### src/rtl/ipsxb_ddrphy_pll_seq.sv
// ipsxb_ddrphy_pll_seq: bring-up and supervision sequencer for one to four DDR PHY PLLs.
// Holds the PLLs in reset, waits for a stable lock, opens the output-clock gates in index
// order and re-sequences on lock loss or lock timeout with a bounded retry count.
// Optional macro IPSXB_PLL_SEQ_LOCK_SYNC_EN inserts a two-flop synchroniser on pll_lock.
module ipsxb_ddrphy_pll_seq #(
    parameter int unsigned NUM_PLL      = 2,
    parameter int unsigned RST_CYCLES   = 16,
    parameter int unsigned LOCK_STABLE  = 64,
    parameter int unsigned LOCK_TIMEOUT = 4096,
    parameter int unsigned GATE_GAP     = 8,
    parameter int unsigned MAX_RETRY    = 3
) (
    input  logic               clk,
    input  logic               rst,
    input  logic               restart,
    input  logic [NUM_PLL-1:0] pll_lock,
    output logic [NUM_PLL-1:0] pll_rst,
    output logic [NUM_PLL-1:0] clkout_gate,
    output logic               ready,
    output logic               fail,
    output logic [2:0]         state,
    output logic [3:0]         retry_cnt
);

    function automatic int unsigned max2(int unsigned a, int unsigned b);
        return (a > b) ? a : b;
    endfunction

    localparam int unsigned TmrMax = max2(max2(RST_CYCLES, LOCK_STABLE),
                                          max2(LOCK_TIMEOUT, GATE_GAP));
    localparam int unsigned TW = (TmrMax > 1) ? $clog2(TmrMax) : 1;

    localparam logic [TW-1:0]      RstLast     = TW'(RST_CYCLES - 1);
    localparam logic [TW-1:0]      TimeoutLast = TW'(LOCK_TIMEOUT - 1);
    localparam logic [TW-1:0]      StableLast  = TW'(LOCK_STABLE - 1);
    localparam logic [TW-1:0]      GapLast     = TW'(GATE_GAP - 1);
    localparam logic [TW-1:0]      TmrSat      = '1;
    localparam logic [1:0]         GateLast    = 2'(NUM_PLL - 1);
    localparam logic [3:0]         RetryMax    = 4'(MAX_RETRY);
    localparam logic [NUM_PLL-1:0] GateOne     = NUM_PLL'(1);

    typedef enum logic [2:0] {
        StReset    = 3'd0,
        StWaitLock = 3'd1,
        StStable   = 3'd2,
        StGate     = 3'd3,
        StReady    = 3'd4,
        StFail     = 3'd5
    } state_e;

    state_e             state_q, state_d;
    logic [TW-1:0]      timer_q, timer_d;
    logic [1:0]         gate_idx_q, gate_idx_d;
    logic [3:0]         retry_q, retry_d;
    logic [NUM_PLL-1:0] pll_rst_q, pll_rst_d;
    logic [NUM_PLL-1:0] gate_q, gate_d;
    logic               ready_q, ready_d;
    logic               fail_q, fail_d;
    logic               tmr_clr;
    logic               gate_step;
    logic               do_retry;
    logic               lock_all;

`ifdef IPSXB_PLL_SEQ_LOCK_SYNC_EN
    logic [NUM_PLL-1:0] lock_meta_q, lock_sync_q;

    // Two-flop synchroniser per lock bit; pll_lock is asynchronous to clk.
    always_ff @(posedge clk) begin
        if (rst) begin
            lock_meta_q <= '0;
            lock_sync_q <= '0;
        end else begin
            lock_meta_q <= pll_lock;
            lock_sync_q <= lock_meta_q;
        end
    end

    assign lock_all = &lock_sync_q;
`else
    assign lock_all = &pll_lock;
`endif

    // State register plus the shared timer, gate index and retry counter.
    always_ff @(posedge clk) begin
        if (rst) begin
            state_q    <= StReset;
            timer_q    <= '0;
            gate_idx_q <= '0;
            retry_q    <= '0;
        end else begin
            state_q    <= state_d;
            timer_q    <= timer_d;
            gate_idx_q <= gate_idx_d;
            retry_q    <= retry_d;
        end
    end

    // Next-state logic; the retry decision is folded into the transition edge.
    always_comb begin
        state_d    = state_q;
        retry_d    = retry_q;
        gate_idx_d = gate_idx_q;
        tmr_clr    = 1'b0;
        gate_step  = 1'b0;
        do_retry   = 1'b0;
        timer_d    = timer_q;
        if (restart) begin
            state_d = StReset;
            retry_d = '0;
            tmr_clr = 1'b1;
        end else begin
            unique case (state_q)
                StReset: begin
                    if (timer_q == RstLast) state_d = StWaitLock;
                end
                StWaitLock: begin
                    if (lock_all) state_d = StStable;
                    else if (timer_q == TimeoutLast) do_retry = 1'b1;
                end
                StStable: begin
                    if (!lock_all) begin
                        do_retry = 1'b1;
                    end else if (timer_q == StableLast) begin
                        state_d    = (NUM_PLL == 1) ? StReady : StGate;
                        gate_idx_d = 2'd1;
                    end
                end
                StGate: begin
                    if (!lock_all) begin
                        do_retry = 1'b1;
                    end else if (timer_q == GapLast) begin
                        gate_step  = 1'b1;
                        gate_idx_d = gate_idx_q + 2'd1;
                        if (gate_idx_q == GateLast) state_d = StReady;
                    end
                end
                StReady: begin
                    if (!lock_all) do_retry = 1'b1;
                end
                StFail: begin
                    state_d = StFail;
                end
                default: begin
                    state_d = StReset;
                end
            endcase
            if (do_retry) begin
                if (retry_q == RetryMax) begin
                    state_d = StFail;
                end else begin
                    retry_d = retry_q + 4'd1;
                    state_d = StReset;
                end
            end
        end
        // Timer restarts on every transition and per gate release; saturates otherwise.
        if (tmr_clr || gate_step || (state_d != state_q)) timer_d = '0;
        else if (timer_q != TmrSat) timer_d = timer_q + TW'(1);
    end

    // Next values of the registered outputs, derived from the upcoming state.
    always_comb begin
        pll_rst_d = {NUM_PLL{(state_d == StReset) || (state_d == StFail)}};
        ready_d   = (state_d == StReady);
        fail_d    = (state_d == StFail);
        gate_d    = gate_q;
        if (state_d inside {StReset, StWaitLock, StStable, StFail}) begin
            gate_d = '0;
        end else if (state_q == StStable) begin
            gate_d = GateOne;
        end else if (gate_step) begin
            gate_d = gate_q | (GateOne << gate_idx_q);
        end
    end

    // Output registers.
    always_ff @(posedge clk) begin
        if (rst) begin
            pll_rst_q <= '1;
            gate_q    <= '0;
            ready_q   <= 1'b0;
            fail_q    <= 1'b0;
        end else begin
            pll_rst_q <= pll_rst_d;
            gate_q    <= gate_d;
            ready_q   <= ready_d;
            fail_q    <= fail_d;
        end
    end

    assign pll_rst     = pll_rst_q;
    assign clkout_gate = gate_q;
    assign ready       = ready_q;
    assign fail        = fail_q;
    assign state       = state_q;
    assign retry_cnt   = retry_q;

endmodule

### config.mk
export PLATFORM = sky130hd
export DESIGN_NAME = ipsxb_ddrphy_pll_seq
export DESIGN_NICKNAME = d
export VERILOG_FILES = /design/src/rtl/ipsxb_ddrphy_pll_seq.sv
export SDC_FILE = /design/constraint.sdc
export NUM_CORES = 1
export LEC_CHECK = 0
export ABC_AREA = 1
export ABC_CLOCK_PERIOD_IN_PS = 2300
export CAP_MARGIN = 25
export CORE_ASPECT_RATIO = 2
export CORE_MARGIN = 4
export CORE_UTILIZATION = 23
export CTS_CLUSTER_DIAMETER = 40
export DETAILED_ROUTE_END_ITERATION = 7
export GPL_TIMING_DRIVEN = 0
export MAX_ROUTING_LAYER = met4
export PLACE_DENSITY_LB_ADDON = 0.08
export SLEW_MARGIN = 20
export SYNTH_ARGS = -nofsm -noshare
export SYNTH_HDL_FRONTEND = slang
export SYNTH_SLANG_ARGS = --single-unit
### constraint.sdc
create_clock -name clk -period 2.3 [get_ports clk]
set_input_delay 0.69 -clock clk [delete_from_list [all_inputs] [get_ports clk]]
set_output_delay 0.69 -clock clk [all_outputs]
set_load 0.01 [all_outputs]
==> reports/metrics.cfg <==
[floorplanning]
die_w_um=65.25
dieArea_mm2=0.007993
num_io_pins=18
die_y_um=122.5
rows=41
start_util_pct=23.70
core_area_mm2=0.006361

[sta]
maxSlewHeadroom_pct=68.43
fmax_ghz=0.4770
final-max-slew-violation-count=0
rsz0062_at_grt=false
fin_skew_ns=0.003940
max_slew.worst_pin.slew_ns=0.4718
hold_viol_final=0
fin_crit_ns=2.097
period_share_pct=91.16
finalSetupViolCount=0

[yosys]
avgSynthCellArea_um2=6.948
synth_cells=217
netlist_area_mm2=0.001508
yosysWarnings=0
ys_seq_elements=26
synth-seq-area-share_pct=34.52
syn_nets=226
ys_types=30

[cts]
clk_path_buf_depth=2
htreeDepth=1
clk_latency_ns=0.27
cts_tree=yes
cts_root_buf=clkbuf_16
clkTransAtPathRegs_ns=0.07
ctsHoldBuffers=0
cts.sinks=26
cts_buffers=3

[final_layout]
syn_to_final_growth_pct=32.95
num-nets-final=253
final_common_cell=nor2_1
mostFrequentLayoutCells=nor2_1, nand2_1, dfxtp_1, inv_1, nand3_1
layout-drive-gt1-share_pct=20.16
fin_util_pct=31.51
num-fill-cells=749
multi_input_area_um2=914.6
final-seq-area_um2=520.5
antenna-diode-count=0

[status]
status=finished, final reports clean

[pwr]
combPwrFrac_pct=4.8
power_density_mw_per_mm2=512.8
power.leakage_nw=0.8281
switching_power_mw=0.2064
power.total_mw=1.028
ir_drop_mv=0.1964
clkPwrFrac_pct=51.1
swShare_pct=20.08
internal_power_mw=0.8215
p_seq_share_pct=44.1

[routing]
vias_per_cell=4.316
via_count=1420
drt-initial-drc-count=54
first_pass_iters=4
routed_wl_mm=4.296
wl_per_cell_um=13.06
drc=0
detail-route-antenna-nets=0

[setup_path]
critical_path_class=in -> reg
crit_required_ns=2.51
path_buf_inv=3
critPathLaunchType=input pin
slowest_stage=clkdlybuf4s50_1
crit_path_max_incr_delay_ns=0.56
path_cells=clkdlybuf4s50_1 > nor2_1 > nand2_1 > inv_1 > nand2_1 > nor2_2 > nand3_4 > clkbuf_16 > nor2_2
cp_max_fo=6
worstPathArrival_ns=2.31
cp_top_family=buffers and inverters
critPathCaptureType=register

[min_path]
hold_path.class=reg -> reg

[global_routing]
grt_use_total_pct=11.77
grt_pass1_wl_mm=6.789
grt_max_degree=16
grt_pass1_vias=1391
grt_overflow=0
antenna_found_initial=0

[place]
io_buffers=16
gp_congestion=0.7280
hpwl_mm=3.405

[flow_run]
cap_violations=0

synth_stat cells:
library cell / n / area share (%)
a21oi_1: 11 / 3.7
a21oi_2: 1 / 0.58
a31oi_1: 2 / 0.83
and2_2: 1 / 0.50
buf_1: 1 / 0.25
buf_4: 1 / 0.50
buf_6: 1 / 0.75
dfxtp_1: 26 / 35
ha_1: 4 / 3.3
inv_1: 24 / 6.0
inv_2: 2 / 0.50
nand2_1: 32 / 8.0
nand2_2: 6 / 2.5
nand2_4: 1 / 0.75
nand3_1: 17 / 5.6
nand3_2: 3 / 2.0
nand4_1: 2 / 0.83
nor2_1: 41 / 10
nor2_2: 12 / 5.0
nor3_1: 3 / 1.0
nor3_2: 2 / 1.3
nor3_4: 1 / 1.1
nor3b_1: 1 / 0.50
nor4_1: 1 / 0.42
o21ai_0: 9 / 3.0
o21ai_1: 1 / 0.33
o21bai_1: 1 / 0.50
o22ai_1: 1 / 0.42
xnor2_1: 1 / 0.58
xor2_1: 8 / 4.6
through the flow:
stage	hold slack, ns	cells	cell area, um^2	setup TNS [ns]	worst slack [ns]
global route	0.5152	329	2004	0	0.08643
detailed placement	0.4835	319	1775	-5.915	-0.4323
CTS	0.4925	324	1896	0	0.01526
floorplan	0.4530	217	1508	0	0.3457
finish	0.4886	329	2004	0	0.2033
global placement	0.4766	319	1775	-6.198	-0.4481
flip-flops by register name (all words and copies together) (netlist names):
| name | cells |
|---|---|
| gate_idx_q | 2 |
| pll_rst | 1 |
| ready | 1 |
| retry_cnt | 4 |
| fail | 1 |
| timer_q | 12 |
| clkout_gate | 2 |
| state | 3 |
power groups by stage:
| stage | registers, mW | clock network [mW] | logic [mW] |
|---|---|---|---|
| 5_1_grt | 0.453 | 0.562 | 0.0545 |
| 6_report | 0.453 | 0.525 | 0.0498 |
| 3_3_place_gp | 0.464 | 0 | 0.0378 |
| 4_1_cts | 0.453 | 0.545 | 0.0394 |
| 3_5_place_dp | 0.464 | 0 | 0.0371 |
| 2_1_floorplan | 0.463 | 0 | 0.0229 |
final timing paths:
| path | start | slack, ns | to | cells past startpoint |
|---|---|---|---|---|
| setup / recovery | restart | 0.20 | timer_q[2] | 9 |
| hold / removal | gate_idx_q[0] | 0.49 | gate_idx_q[0] | 1 |
| setup reg to reg | timer_q[0] | 0.20 | timer_q[7] | 13 |
| hold reg to reg | gate_idx_q[0] | 0.49 | gate_idx_q[0] | 1 |
layer usage:
metal / vias to the layer above / track usage [%] / routed length (um)
met5: - / - / 0
met4: 0 / 6.753 / 163
met3: 9 / 1.832 / 74
met2: 18 / 23.11 / 2597
li1: 744 / - / -
met1: 649 / 10.00 / 1460
cell type report:
cell class | count | share of cell area, %
Buffer | 3 | 1.561
Clock buffer | 3 | 3.745
Timing Repair Buffer | 22 | 11.36
Tap cell | 86 | 5.368
Inverter | 26 | 4.869
Multi-Input combinational cell | 162 | 45.63
Clock inverter | 1 | 1.498
Sequential cell | 26 | 25.97
cells by family after synthesis:
kind of cell / count (synthesis) / synth area share, %
and+or+nand+nor: 123 / 39.67
buffers and inverters: 29 / 7.967
AOI/OAI and AO/OA: 26 / 9.294
DFF: 26 / 34.52
xor gates and xnor gates: 9 / 5.229
adders and majority gates: 4 / 3.320
what timing repair did:
action                     in CTS  in global routing
setup endpoints to repair      10                 10
pin swaps                       0                  7
gates cloned                    0                  1
setup buffers                   1                  4
gates resized for setup         2                 14
No activity file was read; power rests on OpenSTA's default activity.
